==> src/rtl/write_demux2.sv <==
// CPU write-path demultiplexer: captures one CPU write, fires a single-cycle
// one-hot load strobe (or an error pulse for protected/unmapped addresses), then acks.
module write_demux2 #(
  parameter int          NREG    = 21,
  parameter logic [31:0] WR_MASK = 32'h0007FFF0,
  parameter int          DATA_W  = 16
) (
  input  logic              clock,
  input  logic              reset,
  input  logic              cs,
  input  logic              wr,
  input  logic [4:0]        address,
  input  logic [DATA_W-1:0] data_in,
  output logic [DATA_W-1:0] data_wr,
  output logic [NREG-1:0]   load_en,
  output logic              ack,
  output logic              wr_err
);

  typedef enum logic [1:0] {
    IDLE   = 2'd0,
    STROBE = 2'd1,
    ACK    = 2'd2
  } state_t;

  state_t              state_q, state_d;
  logic [4:0]          addr_q, addr_d;
  logic [DATA_W-1:0]   data_wr_q, data_wr_d;
  logic [NREG-1:0]     load_en_q, load_en_d;
  logic                ack_q, ack_d;
  logic                wr_err_q, wr_err_d;
  logic                req;

  // An address is loadable only if it exists in the register map and is not read-only.
  function automatic logic addr_writable(input logic [4:0] a);
    return (int'(a) < NREG) && WR_MASK[a];
  endfunction

  assign req = cs & wr;

  always_ff @(posedge clock) begin
    if (reset) begin
      state_q   <= IDLE;
      addr_q    <= '0;
      data_wr_q <= '0;
      load_en_q <= '0;
      ack_q     <= 1'b0;
      wr_err_q  <= 1'b0;
    end else begin
      state_q   <= state_d;
      addr_q    <= addr_d;
      data_wr_q <= data_wr_d;
      load_en_q <= load_en_d;
      ack_q     <= ack_d;
      wr_err_q  <= wr_err_d;
    end
  end

  always_comb begin
    state_d = state_q;
    case (state_q)
      IDLE:    if (req) state_d = STROBE;
      STROBE:  state_d = ACK;
      ACK:     if (!req) state_d = IDLE;
      default: state_d = IDLE;
    endcase
  end

  // Outputs are registered, so each value computed here appears one edge later.
  always_comb begin
    addr_d    = addr_q;
    data_wr_d = data_wr_q;
    load_en_d = '0;
    ack_d     = 1'b0;
    wr_err_d  = 1'b0;
    case (state_q)
      IDLE: begin
        if (req) begin
          addr_d    = address;
          data_wr_d = data_in;
        end
      end
      STROBE: begin
        if (addr_writable(addr_q)) load_en_d = NREG'(1) << addr_q;
        else                       wr_err_d  = 1'b1;
      end
      ACK:     ack_d = req;
      default: ;
    endcase
  end

  assign data_wr = data_wr_q;
  assign load_en = load_en_q;
  assign ack     = ack_q;
  assign wr_err  = wr_err_q;

endmodule

==> config.mk <==
export PLATFORM = sky130hd
export DESIGN_NAME = write_demux2
export DESIGN_NICKNAME = d
export VERILOG_FILES = /design/src/rtl/write_demux2.sv
export SDC_FILE = /design/constraint.sdc
export NUM_CORES = 1
export LEC_CHECK = 0
export ABC_AREA = 1
export CAP_MARGIN = 20
export CORE_AREA = 2 2 55 83
export CTS_BUF_LIST = sky130_fd_sc_hd__clkbuf_8
export CTS_CLUSTER_SIZE = 40
export DETAILED_ROUTE_END_ITERATION = 7
export DIE_AREA = 0 0 57 85
export GPL_TIMING_DRIVEN = 1
export PLACE_DENSITY = 0.76
export SYNTH_ARGS = -nofsm -noshare
export SYNTH_HDL_FRONTEND = slang
export SYNTH_SLANG_ARGS = --single-unit
==> constraint.sdc <==
create_clock -name clock -period 1.25 [get_ports clock]
set_clock_uncertainty 0.15 [all_clocks]
set_input_delay 0.375 -clock clock [delete_from_list [all_inputs] [get_ports clock]]
set_output_delay 0.375 -clock clock [all_outputs]
set_load 0.01 [all_outputs]
==> flow_summary.rst, run 1 <==
.. list-table::
   :header-rows: 1

   * - Metric
     - Value
   * - Source-to-sink clock delay at the later pin of the worst-skew pair
     - 0.30 ns
   * - Vertical die dimension
     - 85 um
   * - Sequential share of power
     - 45.9%
   * - Dominant cells by area after synthesis
     - sky130_fd_sc_hd__dfxtp_1 (59%), sky130_fd_sc_hd__nor2_1 (12%), sky130_fd_sc_hd__o21ai_0 (5.0%), sky130_fd_sc_hd__nand3_1 (4.1%), sky130_fd_sc_hd__inv_1 (4.0%)
   * - Die Area
     - 4850 um2
   * - Peak per-stage delay on the critical path
     - 0.37 ns
   * - Half-perimeter wire length after placement
     - 2670 um
   * - CP Data Required Time
     - 1.34 ns
   * - Total DRC errors in the routed layout
     - 0
   * - Number of max-cap violations
     - 0
   * - Number of vias after detailed routing
     - 1651
   * - CTS tree
     - yes
   * - Setup Crit Path Kind
     - reg2reg
   * - Worst path bufs/invs
     - 1
   * - Peak supply drop
     - 0.000982 V
   * - CP endpoint kind
     - register
   * - Ratio of cells with drive above 1 in the final layout
     - 56.7%
   * - Via count of the first global-routing pass
     - 1508
   * - Sw frac
     - 23.8%
   * - Top delay family on crit path
     - simple AND/OR/NAND/NOR gates
   * - Number of sinks handled by clock tree synthesis
     - 47
   * - Setup repair after global routing missed its margin
     - true
   * - Run status
     - finished with violations
   * - Wire length of the first global-routing pass
     - 6420 um
   * - Peak fanout along the critical path
     - 4
   * - Antenna Violating Nets Remaining
     - 0
   * - Core utilization of the finished layout
     - 70.6%
   * - Count of boundary I/O pins
     - 64
   * - Final number of max-transition violations
     - 0
   * - Core Rows
     - 29
   * - Setup ws final
     - -0.120 ns
   * - Initial antenna violation count
     - 0
   * - Arrival time at the worst endpoint
     - 1.46 ns
   * - Setup slack, reg-to-reg
     - -0.12 ns
   * - Violated checks
     - negative setup slack
   * - Antenna cells
     - 0
   * - Worst slew pin tran
     - 0.332 ns
   * - Type of origin of the critical path
     - register
   * - Count of different cell masters after synthesis
     - 24
   * - Worst hold slack
     - 0.330 ns
   * - Depth of the CTS H-tree
     - 2
   * - Setup Viol. Count Final
     - 64
   * - Internal Pwr Total
     - 0.00268 W
   * - Initial standard-cell utilization of the core
     - 38.8%
   * - Pin count of the biggest net entering global routing
     - 17
   * - Core Region
     - 4140 um2
   * - Leftover overflow at the end of global routing
     - 0
   * - Inserted Clock Buffers
     - 5
   * - Vias per std cell
     - 4.93
   * - Post-synthesis sequential area ratio
     - 58.7%
   * - Clk slew on worst S/H paths
     - 0.09 ns
   * - Routed Wire Length
     - 4560 um
   * - Count of filler cells inserted in the layout
     - 322
   * - Global Route Usage Sum
     - 17.0%
   * - Clock network fraction of design power
     - 36.7%
   * - Count of nets after finishing
     - 313
   * - Portion of total power attributed to combinational logic
     - 17.4%
   * - Maximum clock rate
     - 730 MHz
   * - Ordered list of cells on the worst path
     - nor2_4 -> buf_4 -> a21oi_2 -> nor2_1 -> nand3_1 -> o21ai_1
   * - Width of the die
     - 57 um
   * - Final worst path period share
     - 110%
   * - Cts-stage hold buffer count
     - 0
   * - Gp weighted congestion
     - 0.780
   * - HP Class
     - reg2reg
   * - Pre-Repair DR Iteration Count
     - 4
   * - Leakage component of the power
     - 1.31 nW
   * - Yosys top cell by area
     - sky130_fd_sc_hd__dfxtp_1
   * - Number of design-rule violations left by the first detailed-router iteration
     - 29
   * - Power spent charging and discharging nets
     - 0.000835 W
   * - Slowest cell on the critical path
     - sky130_fd_sc_hd__dfxtp_4
   * - Area Overhead vs Synth
     - 82.1%
   * - Syn Nets
     - 210
   * - Post-synthesis area per instance
     - 8.67 um2
   * - Proportion of netlist area held by the largest area contributor
     - 58.7%
   * - Hold violation total from the final report
     - 0
   * - Post-Place Setup Slack
     - -0.616 ns
   * - #FFs+latches synth
     - 47
   * - Netlist area before placement
     - 1600 um2
   * - Time the worst path needs with I/O delays and setup
     - 1.37 ns
   * - Slew margin rel.
     - 77.9%
   * - Number of buffers between clock root and the deepest sink
     - 2
   * - Port Buffers
     - 63
   * - Pwr Density
     - 1200 nW/um2
   * - Warnings, synthesis
     - 0
   * - Routed length per placed instance
     - 13.6 um
   * - Clock root cell
     - sky130_fd_sc_hd__clkbuf_8
   * - Count of mapped cells out of synthesis
     - 185
cells in the final DEF (no fill, tap or decap), types with 4 or more instances in the layout:
cell	Yosys	final
sky130_fd_sc_hd__buf_2	0	18
sky130_fd_sc_hd__buf_4	2	29
sky130_fd_sc_hd__buf_6	1	26
sky130_fd_sc_hd__clkbuf_8	0	5
sky130_fd_sc_hd__clkdlybuf4s50_1	0	21
sky130_fd_sc_hd__dfxtp_1	47	21
sky130_fd_sc_hd__dfxtp_2	0	24
sky130_fd_sc_hd__inv_1	17	14
sky130_fd_sc_hd__nand2_1	10	7
sky130_fd_sc_hd__nand2_2	2	4
sky130_fd_sc_hd__nand3_1	13	10
sky130_fd_sc_hd__nand3_2	3	4
sky130_fd_sc_hd__nor2_1	50	36
sky130_fd_sc_hd__nor2_2	1	10
sky130_fd_sc_hd__nor2_4	1	6
sky130_fd_sc_hd__nor3_2	0	8
sky130_fd_sc_hd__o21ai_1	2	11
sky130_fd_sc_hd__o21ai_2	0	5
per-stage QoR:
stage | cells | instance area [um2] | setup TNS, ns | total power, W
global route | 335 | 2920 | -6.96 | 0.00364
global placement | 302 | 2370 | -26.07 | 0.00203
CTS | 319 | 2610 | -2.94 | 0.00337
floorplan | 185 | 1610 | 0 | 0.00181
detailed placement | 302 | 2370 | -26.81 | 0.00203
finish | 335 | 2920 | -2.73 | 0.00351
layout make-up:
type | count | area (um2) | area share (%)
Clock buffer | 5 | 68.8 | 2.36
Tap cell | 46 | 57.6 | 1.97
Inverter | 18 | 85.1 | 2.91
Multi-Input combinational cell | 116 | 782 | 26.8
Timing Repair Buffer | 99 | 870 | 29.8
Clock inverter | 3 | 63.8 | 2.18
Timing Repair inverter | 1 | 16.3 | 0.557
Sequential cell | 47 | 978 | 33.5
Yosys cell counts:
library cell / count
sky130_fd_sc_hd__a21boi_2: 1
sky130_fd_sc_hd__a21oi_1: 1
sky130_fd_sc_hd__buf_4: 2
sky130_fd_sc_hd__buf_6: 1
sky130_fd_sc_hd__clkbuf_1: 3
sky130_fd_sc_hd__dfxtp_1: 47
sky130_fd_sc_hd__inv_1: 17
sky130_fd_sc_hd__inv_2: 1
sky130_fd_sc_hd__nand2_1: 10
sky130_fd_sc_hd__nand2_2: 2
sky130_fd_sc_hd__nand2_4: 1
sky130_fd_sc_hd__nand3_1: 13
sky130_fd_sc_hd__nand3_2: 3
sky130_fd_sc_hd__nand3b_1: 1
sky130_fd_sc_hd__nand4_1: 1
sky130_fd_sc_hd__nand4_2: 1
sky130_fd_sc_hd__nor2_1: 50
sky130_fd_sc_hd__nor2_2: 1
sky130_fd_sc_hd__nor2_4: 1
sky130_fd_sc_hd__nor3_1: 8
sky130_fd_sc_hd__nor3_4: 1
sky130_fd_sc_hd__o21ai_0: 16
sky130_fd_sc_hd__o21ai_1: 2
sky130_fd_sc_hd__o21bai_1: 1
tightest hold or removal path: cells and delay by family, from the launching register on:
family,cells,cell delay [ns]
flops,1,0.34
simple gates,2,0.11
layer usage:
layer  track usage [%]  share of wire, %  up-vias
met2              32.6                56       77
met3              5.79               8.3       17
met5                 0                 0        -
met4              6.98               4.2        0
met1              15.7                31      761
li1                  -                 -      796
sequential cells by signal (all words and copies together), names as in the netlist, named ones only:
name     flops
addr_q       5
wr_err       1
data_wr     16
state_q      2
ack          1
load_en     21
power groups by stage:
| stage | logic [W] | registers [W] | clock network, W |
|---|---|---|---|
| after global routing | 0.000653 | 0.00162 | 0.00137 |
| after floorplan | 0.000171 | 0.00164 | 0 |
| after global placement | 0.000406 | 0.00162 | 0 |
| after CTS | 0.000473 | 0.00160 | 0.00130 |
| final | 0.000610 | 0.00161 | 0.00129 |
| after detailed placement | 0.000413 | 0.00162 | 0 |
worst paths after layout:
kind / startpoint / end / depth (start not counted)
min: data_wr[4] / data_wr[4] / 2
max reg2reg: state_q[1] / register / 6
max: state_q[1] / register / 6
min reg2reg: data_wr[4] / data_wr[4] / 2
logic make-up (layout without fill, tap and decap cells):
logic type             after synthesis  after routing  share of synthesized area [%]
AO/OA/AOI/OAI                       21             21                           7.10
buffers and inverters               24            126                           6.55
flip-flops                          47             47                           58.7
AND/OR/NAND/NOR                     93             95                           27.7
timing repair:
item / CTS / global route
hold endpoints to repair: 0 / 0
gates cloned: 1 / 2
endpoints found under the setup margin: 86 / 86
resized for setup: 220 / 67
pin swaps: 12 / 24
buffers inserted: 9 / 14
Note: power is estimated with default switching activity, not from simulation.
==> run 2, diff against run 1 <==
--- a/config.mk
+++ b/config.mk
@@ -13,7 +13,7 @@
 export DETAILED_ROUTE_END_ITERATION = 7
 export DIE_AREA = 0 0 57 85
 export GPL_TIMING_DRIVEN = 1
-export PLACE_DENSITY = 0.76
+export PLACE_DENSITY = 0.79
 export SYNTH_ARGS = -nofsm -noshare
 export SYNTH_HDL_FRONTEND = slang
 export SYNTH_SLANG_ARGS = --single-unit
==> flow_summary.rst, run 2 (synthesized netlist as in run 1, its figures left out) <==
.. list-table::
   :header-rows: 1

   * - Metric
     - Value
   * - Time the worst path needs with I/O delays and setup
     - 1.38 ns (+0.0131 ns)
   * - Worst slew pin tran
     - 0.254 ns (-0.0776 ns)
   * - Port Buffers
     - 63 (unchanged)
   * - Via count of the first global-routing pass
     - 1565 (+3.8%)
   * - Source-to-sink clock delay at the later pin of the worst-skew pair
     - 0.31 ns (about the same)
   * - Initial antenna violation count
     - 0 (unchanged)
   * - Final worst path period share
     - 111% (+1.1 points)
   * - Die Area
     - 4850 um2 (unchanged)
   * - Sw frac
     - 27.9% (+4.1 points)
   * - Width of the die
     - 57 um (unchanged)
   * - Number of buffers between clock root and the deepest sink
     - 2 (unchanged)
   * - Arrival time at the worst endpoint
     - 1.48 ns (+0.02 ns)
   * - Inserted Clock Buffers
     - 5 (unchanged)
   * - Internal Pwr Total
     - 0.00225 W (-16%)
   * - Clock root cell
     - sky130_fd_sc_hd__clkbuf_8
   * - Setup Crit Path Kind
     - reg2reg
   * - Type of origin of the critical path
     - register
   * - Half-perimeter wire length after placement
     - 2650 um (-0.73%)
   * - CP endpoint kind
     - register
   * - Clock network fraction of design power
     - 29.0% (-7.7 points)
   * - Setup Viol. Count Final
     - 71 (+11%)
   * - Clk slew on worst S/H paths
     - 0.09 ns (about the same)
   * - Power spent charging and discharging nets
     - 0.000869 W (+4.1%)
   * - Initial standard-cell utilization of the core
     - 38.8% (unchanged)
   * - Flip-flop count of the largest register after layout
     - 21 (unchanged)
   * - Peak fanout along the critical path
     - 7 (+3)
   * - Count of boundary I/O pins
     - 64 (unchanged)
   * - Vias per std cell
     - 4.99 (+1.2%)
   * - Placed cell area
     - 2370 um2 (unchanged)
   * - Area Overhead vs Synth
     - 78.2%
   * - Core Rows
     - 29 (unchanged)
   * - HP Class
     - reg2reg
   * - Final instance area
     - 2860 um2 (-2.2%)
   * - Leftover overflow at the end of global routing
     - 0 (unchanged)
   * - Peak supply drop
     - 0.00113 V (+15%)
   * - Pwr Density
     - 1090 nW/um2 (-9.2%)
   * - Pre-Repair DR Iteration Count
     - 4 (unchanged)
   * - Most frequent cells in the layout
     - sky130_fd_sc_hd__nor2_1 (28), sky130_fd_sc_hd__buf_6 (28), sky130_fd_sc_hd__dfxtp_2 (26)
   * - Number of sinks handled by clock tree synthesis
     - 47 (unchanged)
   * - CP Data Required Time
     - 1.34 ns (about the same)
   * - Total DRC errors in the routed layout
     - 0 (unchanged)
   * - Depth of the CTS H-tree
     - 2 (unchanged)
   * - Ratio of cells with drive above 1 in the final layout
     - 57.5% (+0.75 points)
   * - Hold violation total from the final report
     - 0 (unchanged)
   * - Antenna cells
     - 0 (unchanged)
   * - Leakage component of the power
     - 1.24 nW (-5.1%)
   * - Maximum clock rate
     - 723 MHz (-0.95%)
   * - Core utilization of the finished layout
     - 69.1% (-1.5 points)
   * - Violated checks
     - negative setup slack
   * - Number of max-cap violations
     - 0 (unchanged)
   * - Wire length of the first global-routing pass
     - 6910 um (+7.5%)
   * - Total negative slack for setup checks
     - -2.50 ns (+0.221 ns)
   * - Pin count of the biggest net entering global routing
     - 17 (unchanged)
   * - Setup repair after global routing missed its margin
     - true
   * - Gp weighted congestion
     - 0.715 (-8.3%)
   * - Setup ws final
     - -0.133 ns (-0.0131 ns)
   * - Number of vias after detailed routing
     - 1626 (-1.5%)
   * - Vertical die dimension
     - 85 um (unchanged)
   * - Sequential share of power
     - 51.8% (+5.9 points)
   * - CTS tree
     - yes
   * - Antenna Violating Nets Remaining
     - 0 (unchanged)
   * - Portion of total power attributed to combinational logic
     - 19.2% (+1.8 points)
   * - Number of design-rule violations left by the first detailed-router iteration
     - 32 (+10%)
   * - Routed Wire Length
     - 4780 um (+5.0%)
   * - Routed length per placed instance
     - 14.7 um (+7.9%)
   * - Run status
     - finished with violations
   * - Slew margin rel.
     - 83.1% (+5.2 points)
   * - Final number of max-transition violations
     - 0 (unchanged)
   * - Count of nets after finishing
     - 304 (-2.9%)
   * - Global Route Usage Sum
     - 18.4% (+1.4 points)
   * - Core Region
     - 4140 um2 (unchanged)
## run 2: final timing paths
path	startpoint	endpoint	slack (ns)	cells past startpoint
worst max register to register	state_q[0]	register	-0.13	8
worst max-delay path	state_q[0]	register	-0.13	8
worst min register to register	data_wr[8]	data_wr[8]	0.33	2
worst min-delay path	data_wr[8]	data_wr[8]	0.33	2
## run 2: repair_timing
item,4_1_cts,5_1_grt
endpoints found under the hold margin,0,0
gates resized for setup,246,52
hold buffers,0,0
buffers inserted,9,3
pin swaps,15,21
endpoints found under the setup margin,85,81
cloned,3,1
## run 2: routing by layer
metal  share of wire, %  up-vias  global-route usage [%]
met4                4.1        0                    8.25
met3                6.9       16                    5.79
met5                  0        -                       0
met1                 31      756                    16.8
li1                   -      781                       -
met2                 58       73                    35.6
## run 2: area by class of cell
| cell class | count | area, um2 |
|---|---|---|
| clock inverter | 3 | 16.3 |
| fill | 326 | 1280 |
| multi-input combinational | 116 | 822 |
| timing repair buffer | 89 | 807 |
| sequential | 47 | 981 |
| inverter | 18 | 85.1 |
| timing repair inverter | 2 | 20.0 |
| tap | 46 | 57.6 |
| clock buffer | 5 | 68.8 |
## run 2: power groups by stage
stage / clock network, W / registers (W) / logic (W)
after global routing: 0.000982 / 0.00162 / 0.000641
final: 0.000904 / 0.00162 / 0.000598
after global placement: 0 / 0.00162 / 0.000404
after floorplan: 0 / 0.00164 / 0.000171
after detailed placement: 0 / 0.00162 / 0.000411
after CTS: 0.000908 / 0.00161 / 0.000512
## run 2: through the flow
stage / hold WS, ns / setup slack [ns] / power [W] / cells
global route: 0.354 / -0.181 / 0.00325 / 326
CTS: 0.325 / -0.0583 / 0.00303 / 322
finish: 0.335 / -0.133 / 0.00312 / 326
floorplan: 0.297 / 0.00844 / 0.00181 / 185
global placement: 0.312 / -0.556 / 0.00202 / 302
detailed placement: 0.327 / -0.599 / 0.00203 / 302
## run 2: critical path, stage by stage (launching register included)
cell	delay, ns
sky130_fd_sc_hd__dfxtp_2	0.35
sky130_fd_sc_hd__nor2_4	0.16
sky130_fd_sc_hd__buf_12	0.16
sky130_fd_sc_hd__nand2_8	0.08
sky130_fd_sc_hd__nand2_2	0.08
sky130_fd_sc_hd__nand3_2	0.10
sky130_fd_sc_hd__nand2_2	0.09
sky130_fd_sc_hd__o21ai_1	0.07
sky130_fd_sc_hd__o21ai_1	0.09
==> variant 1 (flow settings as in run 1) <==
Put one more register stage on the output `wr_err`, cleared by the reset. The value now appears one clock later. The other outputs are not delayed to match.
--- a/src/rtl/write_demux2.sv
+++ b/src/rtl/write_demux2.sv
@@ -92,7 +92,13 @@
   assign data_wr = data_wr_q;
   assign load_en = load_en_q;
   assign ack     = ack_q;
-  assign wr_err  = wr_err_q;
+  always_ff @(posedge clock) begin
+    if (reset) begin
+      wr_err <= '0;
+    end else begin
+      wr_err <= wr_err_q;
+    end
+  end
 
 endmodule
 
Check against the original RTL: not equivalent (Yosys sat finds a counterexample within 4 cycles, from zero or initial values and one cycle with reset high).
==> variant 1 against run 1 <==
The flow still finishes with violations (negative setup slack). Synthesized cell count grew 1.6%. Routed wire length shrank 8.3%. Sequential cell count rose by 1. Worst setup slack got worse by 0.045 ns. Synthesized area grew 1.7%. Design area decreased by 3.7%. Total power down 3.5%. Fmax fell by 3.2%.
==> variant 1: results (changes against run 1) <==
outcome=finished with violations (unchanged); failing checks=negative setup slack (unchanged); complex-gate fraction of the synthesized area=0.0698 (was 0.0710); ys async rst share=0 (unchanged); internal power=0.00259 W (was 0.00268 W); CP Depth=7 (was 6); Synth top cells by count=nor2_1 (51), dfxtp_1 (48), inv_1 (18) (was nor2_1 (50), dfxtp_1 (47), inv_1 (17)); final setup vio count=57 (was 64); syn nets=213 (was 210); Total GRT Usage=0.164 (was 0.170); Placed Cells=305 (was 302); via count=1,564 (was 1,651); setup tns final=-2.36 ns (was -2.73 ns); first-pass GRT wire length=6250 µm (was 6420 µm); Post-CTS Setup Bufs=6 (was 9); M3 GR Usage=0.0534 (was 0.0579); gpl congestion=0.778 (was 0.780); worst vdd ir=1.24 mV (was 0.982 mV); Setup crit start=state_q[0]$_SDFFE_PP0P_ (was state_q[1]$_SDFFE_PP0P_); share of cells above drive strength 1=0.500 (was 0.567); Largest register FFs=21 (unchanged); Clock Path Buffers=2 (unchanged); Pleak=1.22 nW (was 1.31 nW); GR Util met2=0.328 (was 0.326); worst hold path startpoint=wr_err_q$_SDFF_PP0_ (was data_wr[4]$_SDFFE_PP0N_); WL met3=298 µm (was 378 µm); met2 wire length=2480 µm (was 2560 µm); CP max-delay cell=dfxtp_2 (was dfxtp_4); Seq/Total Area, Yosys=0.589 (was 0.587); CP Max Fanout=6 (was 4); met1 Usage GRT=0.135 (was 0.157); final worst slack=-0.165 ns (was -0.120 ns); met1 WL=1280 µm (was 1430 µm); Post-DP Area=2420 µm² (was 2370 µm²); CTS resizes=211 (was 220); Netlist cell types=24 (unchanged); vias in the first global route=1,524 (was 1,508); Layout Nets=302 (was 313); vias per inst=4.83 (was 4.93); 1st-iter DRT viols=26 (was 29); post-synthesis mux area share=0 (unchanged); Wirelength per Cell=12.9 µm (was 13.6 µm); most common flop cell mapped by yosys=dfxtp_1 (unchanged); top post-synthesis cells by area=dfxtp_1 (59%), nor2_1 (12%), o21ai_0 (4.9%), inv_1 (4.1%), nand3_1 (4.0%) (was dfxtp_1 (59%), nor2_1 (12%), o21ai_0 (5.0%), nand3_1 (4.1%), inv_1 (4.0%)); hold slack final=0.264 ns (was 0.330 ns); Max stage delay on crit path=0.34 ns (was 0.37 ns); worst-margin pin slew=0.306 ns (was 0.332 ns); pre-CTS setup slack=-0.563 ns (was -0.616 ns); Syn Area/Cell=8.68 µm² (was 8.67 µm²)
## variant 1: cell count changes after synthesis
| cell | change |
|---|---|
| inv_1 | +1 |
| nor2_1 | +1 |
| dfxtp_1 | +1 |
## variant 1: kinds of logic (layout without fill, tap and decap cells)
kind of cell           count (synthesis)  after routing
AND/OR/NAND/NOR                       94             96
buffers and inverters                 25            113
AO/OA/AOI/OAI                         21             21
flip-flops                            48             48
## variant 1: power by group through the flow
stage | Combinational [W] | Sequential [W] | Clock, W
4_1_cts | 0.000466 | 0.00163 | 0.00121
2_1_floorplan | 0.000172 | 0.00167 | 0
6_report | 0.000555 | 0.00164 | 0.00120
5_1_grt | 0.000600 | 0.00164 | 0.00130
3_3_place_gp | 0.000415 | 0.00165 | 0
3_5_place_dp | 0.000420 | 0.00165 | 0
## variant 1: area by class of cell
class	count	area, µm²
Clock buffer	7	96.3
Clock inverter	1	30.0
Fill cell	333	1320
Inverter	19	86.3
Multi-Input combinational cell	117	762
Sequential cell	48	996
Tap cell	46	57.6
Timing Repair Buffer	86	786
==> variant 2 (config.mk and constraints of run 1) <==
Made on the original files. Change the parameter `DATA_W` from 16 to 18.
--- a/src/rtl/write_demux2.sv
+++ b/src/rtl/write_demux2.sv
@@ -3,7 +3,7 @@
 module write_demux2 #(
   parameter int          NREG    = 21,
   parameter logic [31:0] WR_MASK = 32'h0007FFF0,
-  parameter int          DATA_W  = 16
+  parameter int          DATA_W  = 18
 ) (
   input  logic              clock,
   input  logic              reset,
Interface: changed (resized data_in and data_wr); port bits go from 64 to 68. The function was not compared with the original's and may differ.
==> variant 2 against run 1 <==
The run still ends with negative setup slack left. Non-clock buffer count is 7 lower. Synthesized cell count grew 4.3%. Synthesized area grew 1.3%. Design area decreased by 1.9%. Worst setup slack better by 0.025 ns. Largest cell class unchanged. Critical path depth is 4 higher. Sequential cell count rose by 2. Sequential share of layout area up 2.0 points. Routed wire length shrank 8.6%. Via count is 4.2% lower. Largest power group unchanged. Total power decreased by 3.7%. Cell count decreased by 0.30%. Utilization is 1.4 points lower. Fmax rose by 1.8%.
==> variant 2: results (changes against run 1) <==
Sw Pwr=0.000843 W (was 0.000835 W); dpl hpwl=2770 µm (was 2670 µm); met2 wire length=2350 µm (was 2560 µm); Combinational Power Share=0.168 (was 0.174); gpl congestion=0.697 (was 0.780); comb_multi_in=122 (was 116); outcome=finished with violations (unchanged); Pleak=1.28 nW (was 1.31 nW); fill count=330 (was 322); Synth top cells by count=nor2_1 (61), dfxtp_1 (49), nand2_1 (16) (was nor2_1 (50), dfxtp_1 (47), inv_1 (17)); vias in the first global route=1,469 (was 1,508); largest net degree at the start of global routing=19 (was 17); final worst slack=-0.0956 ns (was -0.120 ns); M3 GR Usage=0.0655 (was 0.0579); final setup vio count=61 (was 64); 1st-iter DRT viols=13 (was 29); GR Util met2=0.305 (was 0.326); WL met3=311 µm (was 378 µm); Seq group=0.00168 W (was 0.00161 W); complex-gate fraction of the synthesized area=0.0724 (was 0.0710); failing checks=negative setup slack (unchanged); multi-input logic portion of the cell area=0.259 (was 0.268); input/output buffers=67 (was 63); syn nets=220 (was 210); worst vdd ir=1.00 mV (was 0.982 mV); CTS resizes=241 (was 220); Seq/Total Area, Yosys=0.604 (was 0.587); Total GRT Usage=0.167 (was 0.170)
==> variant 2: through the flow <==
stage | std cells | worst slack (ns) | cell area [µm²]
final | 334 | -0.0956 | 2870
after CTS | 329 | -0.0870 | 2650
after global routing | 334 | -0.202 | 2870
after floorplan | 193 | 0.00130 | 1630
after detailed placement | 318 | -0.573 | 2490
after global placement | 318 | -0.530 | 2490
==> variant 2: path summary, 6_finish.rpt <==
check                     startpoint                       to  slack [ns]  cells after the start
max reg2reg  state_q[0]$_SDFFE_PP0P_                 register        -0.1                     10
max          state_q[0]$_SDFFE_PP0P_                 register        -0.1                     10
min reg2reg  data_wr[0]$_SDFFE_PP0N_  data_wr[0]$_SDFFE_PP0N_        0.34                      2
min          data_wr[0]$_SDFFE_PP0N_  data_wr[0]$_SDFFE_PP0N_        0.34                      2
==> variant 2: tightest hold or removal path, delay by kind of cell, from the launching register on <==
kind          cells  cell delay [ns]
flops             1             0.34
simple gates      2             0.12
